`config.mk`:
```
export PLATFORM = sky130hd
export DESIGN_NAME = key_filter
export DESIGN_NICKNAME = d
export VERILOG_FILES = /design/src/rtl/key_filter.sv
export SDC_FILE = /design/constraint.sdc
export NUM_CORES = 1
export LEC_CHECK = 0
export ABC_AREA = 1
export CORE_AREA = 2 2 126 128
export DETAILED_ROUTE_END_ITERATION = 16
export DIE_AREA = 0 0 128 130
export PLACE_DENSITY = 0.67
export RECOVER_POWER = 25
export SLEW_MARGIN = 30
export SYNTH_ARGS = -nofsm -noshare
export SYNTH_HDL_FRONTEND = slang
export SYNTH_SLANG_ARGS = --single-unit
export TNS_END_PERCENT = 5
```
`constraint.sdc`:
```
create_clock -name clk -period 2.9 [get_ports clk]
set_clock_uncertainty 0.1 [all_clocks]
set_input_delay 0.58 -clock clk [delete_from_list [all_inputs] [get_ports clk]]
set_output_delay 0.58 -clock clk [all_outputs]
set_load 0.05 [all_outputs]
```
`src/rtl/key_filter.sv`:
```
// key_filter: per-key debounce, one-shot and optional auto-repeat for
// active-low push buttons. Each key is synchronised, debounced by a small
// four-state FSM and turned into a one-cycle active-high press pulse plus
// a stable active-high level. Keys are filtered fully independently.
module key_filter #(
    parameter int              KEY_W       = 4,
    parameter int              DB_CYCLES   = 1_000_000,
    parameter int              HOLD_CYCLES = 50_000_000,
    parameter int              RPT_CYCLES  = 10_000_000,
    parameter logic [KEY_W-1:0] RPT_MASK   = KEY_W'(4'b0011)
) (
    input  logic             clk,
    input  logic             rstn,
    input  logic [KEY_W-1:0] key_in,
    output logic [KEY_W-1:0] key_pulse,
    output logic [KEY_W-1:0] key_level
);

    // One counter width serves debounce, hold and repeat timing.
    localparam int MAX_AB  = (DB_CYCLES > HOLD_CYCLES) ? DB_CYCLES : HOLD_CYCLES;
    localparam int MAX_CYC = (MAX_AB > RPT_CYCLES) ? MAX_AB : RPT_CYCLES;
    localparam int CNT_W   = $clog2(MAX_CYC + 1);

    // Terminal counts are "last value before the event": the transition edge
    // itself is the DB_CYCLES-th (or HOLD/RPT-th) counted sample.
    localparam logic [CNT_W-1:0] DB_LAST   = CNT_W'(DB_CYCLES - 1);
    localparam logic [CNT_W-1:0] HOLD_LAST = CNT_W'(HOLD_CYCLES - 1);
    localparam logic [CNT_W-1:0] RPT_LAST  = CNT_W'(RPT_CYCLES - 1);
    localparam logic [CNT_W-1:0] CNT_ONE   = CNT_W'(1);

    typedef enum logic [1:0] {
        IDLE     = 2'd0,
        PRESS_DB = 2'd1,
        PRESSED  = 2'd2,
        REL_DB   = 2'd3
    } state_t;

    logic [KEY_W-1:0] sync1_q;
    logic [KEY_W-1:0] sync_q;

    state_t           state_q [KEY_W];
    state_t           state_d [KEY_W];
    logic [CNT_W-1:0] cnt_q   [KEY_W];
    logic [CNT_W-1:0] cnt_d   [KEY_W];
    logic [KEY_W-1:0] rpt_q, rpt_d;      // 1 = hold delay done, now repeating
    logic [KEY_W-1:0] pulse_q, pulse_d;

    // Saturating increment: counters must never wrap back to zero.
    function automatic logic [CNT_W-1:0] sat_inc(input logic [CNT_W-1:0] c);
        return (c == '1) ? c : c + CNT_ONE;
    endfunction

    // Two-flop synchroniser; reset to 1 so every key starts "released".
    always_ff @(posedge clk) begin
        // NOTE: sequential state uses non-blocking assignments so every flop
        // samples pre-edge values; blocking here would collapse the two stages.
        if (!rstn) begin
            sync1_q <= '1;
            sync_q  <= '1;
        end else begin
            sync1_q <= key_in;
            sync_q  <= sync1_q;
        end
    end

    // State register: per-key FSM state, counter, repeat flag, pulse flop.
    always_ff @(posedge clk) begin
        // NOTE: these per-key arrays are plain flops, not RAM, so resetting
        // every entry is cheap and gives a fully defined start state.
        if (!rstn) begin
            for (int k = 0; k < KEY_W; k++) begin
                state_q[k] <= IDLE;
                cnt_q[k]   <= '0;
            end
            rpt_q   <= '0;
            pulse_q <= '0;
        end else begin
            for (int k = 0; k < KEY_W; k++) begin
                state_q[k] <= state_d[k];
                cnt_q[k]   <= cnt_d[k];
            end
            rpt_q   <= rpt_d;
            pulse_q <= pulse_d;
        end
    end

    // Next-state logic: debounce, press detection and hold/repeat timing.
    always_comb begin
        // NOTE: every signal gets a default before the case so no path can
        // leave it unassigned and infer a latch.
        for (int k = 0; k < KEY_W; k++) begin
            state_d[k] = state_q[k];
            cnt_d[k]   = cnt_q[k];
        end
        rpt_d   = rpt_q;
        pulse_d = '0;

        for (int k = 0; k < KEY_W; k++) begin
            unique case (state_q[k])
                IDLE: begin
                    if (!sync_q[k]) begin
                        state_d[k] = PRESS_DB;
                        cnt_d[k]   = CNT_ONE;
                    end else begin
                        cnt_d[k] = '0;
                    end
                end
                PRESS_DB: begin
                    if (sync_q[k]) begin
                        state_d[k] = IDLE;
                        cnt_d[k]   = '0;
                    end else if (cnt_q[k] >= DB_LAST) begin
                        state_d[k] = PRESSED;
                        cnt_d[k]   = '0;
                        rpt_d[k]   = 1'b0;
                        pulse_d[k] = 1'b1;
                    end else begin
                        cnt_d[k] = sat_inc(cnt_q[k]);
                    end
                end
                PRESSED: begin
                    if (sync_q[k]) begin
                        state_d[k] = REL_DB;
                        cnt_d[k]   = CNT_ONE;
                    end else if (RPT_MASK[k]) begin
                        // First interval is the hold delay, later ones the repeat period.
                        if (cnt_q[k] >= (rpt_q[k] ? RPT_LAST : HOLD_LAST)) begin
                            cnt_d[k]   = '0;
                            rpt_d[k]   = 1'b1;
                            pulse_d[k] = 1'b1;
                        end else begin
                            cnt_d[k] = sat_inc(cnt_q[k]);
                        end
                    end
                end
                REL_DB: begin
                    if (!sync_q[k]) begin
                        // Release bounce: back to held, hold timing restarts.
                        state_d[k] = PRESSED;
                        cnt_d[k]   = '0;
                        rpt_d[k]   = 1'b0;
                    end else if (cnt_q[k] >= DB_LAST) begin
                        state_d[k] = IDLE;
                        cnt_d[k]   = '0;
                    end else begin
                        cnt_d[k] = sat_inc(cnt_q[k]);
                    end
                end
            endcase
        end
    end

    // Outputs: level follows the debounced state, pulse comes from its flop.
    always_comb begin
        key_level = '0;
        for (int k = 0; k < KEY_W; k++) begin
            key_level[k] = (state_q[k] == PRESSED) || (state_q[k] == REL_DB);
        end
        key_pulse = pulse_q;
    end

endmodule

```
==> results.json, run 1 <==
{
  "pwr-share-comb_pct": 11.4,
  "synth_top_family_by_area": "simple AND/OR/NAND/NOR gates",
  "antenna_left": 0,
  "r2r_end": "cnt_q[2][14]$_SDFFE_PN0N_",
  "crit_type": "reg2out",
  "power_leakage_nw": 3.62,
  "min_period_ps": 2630,
  "synthArstFlopShare_pct": 0,
  "rows": 46,
  "tns_ps": 0,
  "grt_pass1_vias": 7296,
  "synth_compound_area_share_pct": 8.63,
  "end_kind": "output port",
  "netlist_area_um2": 8230,
  "cts_max_level": 4,
  "synth_seq_cells": 126,
  "numCtsBuffers": 17,
  "setup.worst_path.end": "key_level[0]",
  "io_pins": 14,
  "cts_sinks": 126,
  "core-area_um2": 15400,
  "syn-num-nets": 1340,
  "ys_warn_count": 0,
  "arrival_ps": 1950,
  "power_mw": 4.72,
  "ys.flop_type": "dfxtp_1",
  "drt_wl_total_um": 20200,
  "rsz0062_at_grt": "false",
  "status": "finished, final reports clean",
  "portBuffers": 13,
  "grt_max_degree": 32,
  "synthAdderAreaFrac_pct": 4.41,
  "yosys-mux-area-fraction_pct": 0,
  "post-route-period-util_pct": 90.5,
  "overflow": 0,
  "pwr-share-seq_pct": 39.0,
  "fmax_mhz": 381,
  "timing.rr.start": "cnt_q[2][1]$_SDFFE_PN0N_",
  "cts_root_buf": "clkbuf_16",
  "drtIter0Drc": 527,
  "ys_types": 41,
  "diodes": 0,
  "p_sw_share_pct": 26.0,
  "pwr_density_cell_nw_per_um2": 517,
  "startpoint": "state_q[0][0]$_SDFFE_PN0P_",
  "cts_tree": "done",
  "clkTransAtPathRegs_ps": 60,
  "syn2layout_area_growth_pct": 10.9,
  "avgSynthCellArea_um2": 6.31,
  "die_w_um": 128,
  "worstPathMaxFanout": 6,
  "ctsHoldBuffers": 0,
  "synthSimpleGateAreaFrac_pct": 43.8,
  "initial_core_util_pct": 53.4,
  "drc_errors": 0,
  "drt_first_pass_iters": 5,
  "wl_per_cell_um": 13.3,
  "cap_violations": 0,
  "avgViaCountPerCell": 5.33,
  "finalHoldViolCount": 0,
  "peakVddDrop_mv": 0.416,
  "worst_slew_pin_slew_ps": 730,
  "postSynthCellCount": 1305,
  "rr_worst_depth": 12,
  "clkPwrFrac_pct": 49.5,
  "synth_edf_count": 0,
  "vias": 8117,
  "synth_xor_area_share_pct": 2.87,
  "nNetsFinal": 1352,
  "die_y_um": 130,
  "critPathLaunchType": "flip-flop",
  "worstSkewPairLatency_ps": 430,
  "min_path_type": "reg2reg",
  "dp_hpwl_um": 14800,
  "yosysSeqAreaShare_pct": 30.6,
  "die_area_um2": 16600,
  "drive_above_1_share_pct": 9.17,
  "switchingPower_mw": 1.23,
  "gp_congestion": 0.958,
  "slew_violations": 0,
  "grt_pass1_wl_um": 33800,
  "setup_viol": 0,
  "reg2reg_setup_slack_ps": 400,
  "cts_setup_buffers": 0,
  "cell_internal_pwr_mw": 3.49,
  "maxSlewHeadroom_pct": 51.2,
  "antenna_found_initial": 0,
  "clock_path_buffers": 2,
  "crit_required_ps": 2220,
  "grtUsageTotal_pct": 24.8
}
## power groups by stage
stage / clock, mW / combinational, mW / sequential, mW
2_1_floorplan: 0 / 0.416 / 1.86
3_3_place_gp: 0 / 0.540 / 1.88
3_5_place_dp: 0 / 0.545 / 1.88
4_1_cts: 2.38 / 0.547 / 1.84
5_1_grt: 2.45 / 0.617 / 1.85
6_report: 2.34 / 0.539 / 1.84
## cell type report
| type | count | area, µm² |
|---|---|---|
| fill | 1545 | 6300 |
| multi-input combinational | 990 | 4910 |
| sequential | 126 | 2520 |
| inverter | 154 | 578 |
| clock buffer | 20 | 467 |
| tap | 192 | 240 |
| timing repair buffer | 28 | 230 |
| clock inverter | 12 | 183 |
## critical path, cell delays in order, from the launching register on
cell and delay [ps]:
dfxtp_1 380, inv_1 110, ha_1 290, or2_2 320, dlygate4sd2_1 420
## cells in the mapped netlist, types with 12 or more instances
| library cell | number | area (µm²) |
|---|---|---|
| inv_2 | 12 | 45.0 |
| nor3_1 | 48 | 240 |
| clkbuf_1 | 14 | 52.6 |
| ha_1 | 29 | 363 |
| o21ai_0 | 24 | 120 |
| nor2_2 | 17 | 106 |
| nand3_1 | 137 | 686 |
| or2_2 | 27 | 169 |
| a21oi_1 | 96 | 480 |
| xor2_1 | 16 | 140 |
| nor2_1 | 171 | 642 |
| nand2_1 | 334 | 1250 |
| inv_1 | 141 | 529 |
| nand4_1 | 32 | 200 |
| dfxtp_1 | 126 | 2520 |
## cell families after synthesis
logic type / Yosys count
buffers and inverters: 189
AOI/OAI and AO/OA: 134
adders and majority gates: 29
xor gates and xnor gates: 27
DFF: 126
and+or+nand+nor: 800
## flip-flops by register name, indices dropped and copies added, names as in the netlist, named ones only
register	cells
rpt_q	2
cnt_q	104
sync1_q	4
state_q	4
sync_q	4
key_pulse	4
## placed cells by master (no fill, tap or decap), types with 16 or more instances in the layout
master and n:
dfxtp_1 126, nor2_1 171, ha_1 29, nor3_1 47, or2_2 27, nand4_1 32
inv_1 142, o21ai_0 24, clkbuf_16 17, nor2_2 17, a21oi_1 96, xor2_1 16
nand2_1 334, nand3_1 138
## per-layer routing
layer  track usage [%]  part of all wire (%)  wire length (µm)  vias to the layer above
met5                 0                     0                 0                        -
met2              42.1                    46              9230                      193
li1                  -                     -                 -                     4243
met4              5.49                   1.2               252                        0
met1              32.9                    48              9740                     3656
met3              5.17                   4.8               979                       25
## how the worst min path moves through the flow
stage / startpoint / to / cells after the start
2_1_floorplan: sync1_q[0]$_SDFF_PN1_ / sync_q[0]$_SDFF_PN1_ / 1
3_3_place_gp: sync1_q[2]$_SDFF_PN1_ / sync_q[2]$_SDFF_PN1_ / 1
3_5_place_dp: sync1_q[2]$_SDFF_PN1_ / sync_q[2]$_SDFF_PN1_ / 1
4_1_cts: sync1_q[2]$_SDFF_PN1_ / sync_q[2]$_SDFF_PN1_ / 1
5_1_grt: sync1_q[2]$_SDFF_PN1_ / sync_q[2]$_SDFF_PN1_ / 1
6_report: sync1_q[2]$_SDFF_PN1_ / sync_q[2]$_SDFF_PN1_ / 1
## per-stage QoR
step	setup slack (ps)	cell area, µm²	instances	util, %	hold slack, ps
CTS	73.9	9160	1522	59.4	316
global placement	476	8520	1490	55.2	295
floorplan	1040	8230	1305	-	293
detailed placement	435	8520	1490	55.2	302
global route	45.6	9130	1522	59.2	338
finish	275	9130	1522	59.2	312
## timing repair
item | CTS | global route
cloned | 0 | 0
pin swaps | 0 | 0
gates resized for setup | 1 | 1
endpoints found under the setup margin | 1 | 1
No activity file was read; power rests on OpenSTA's default activity.
==> run 2: changes to the inputs <==
--- a/config.mk
+++ b/config.mk
@@ -6,6 +6,7 @@
 export NUM_CORES = 1
 export LEC_CHECK = 0
 export ABC_AREA = 1
+export CAP_MARGIN = 0
 export CORE_AREA = 2 2 126 128
 export DETAILED_ROUTE_END_ITERATION = 16
 export DIE_AREA = 0 0 128 130
==> results of run 2 <==
Same layout as run 1: the final DEF is identical, and so are final timing and power.
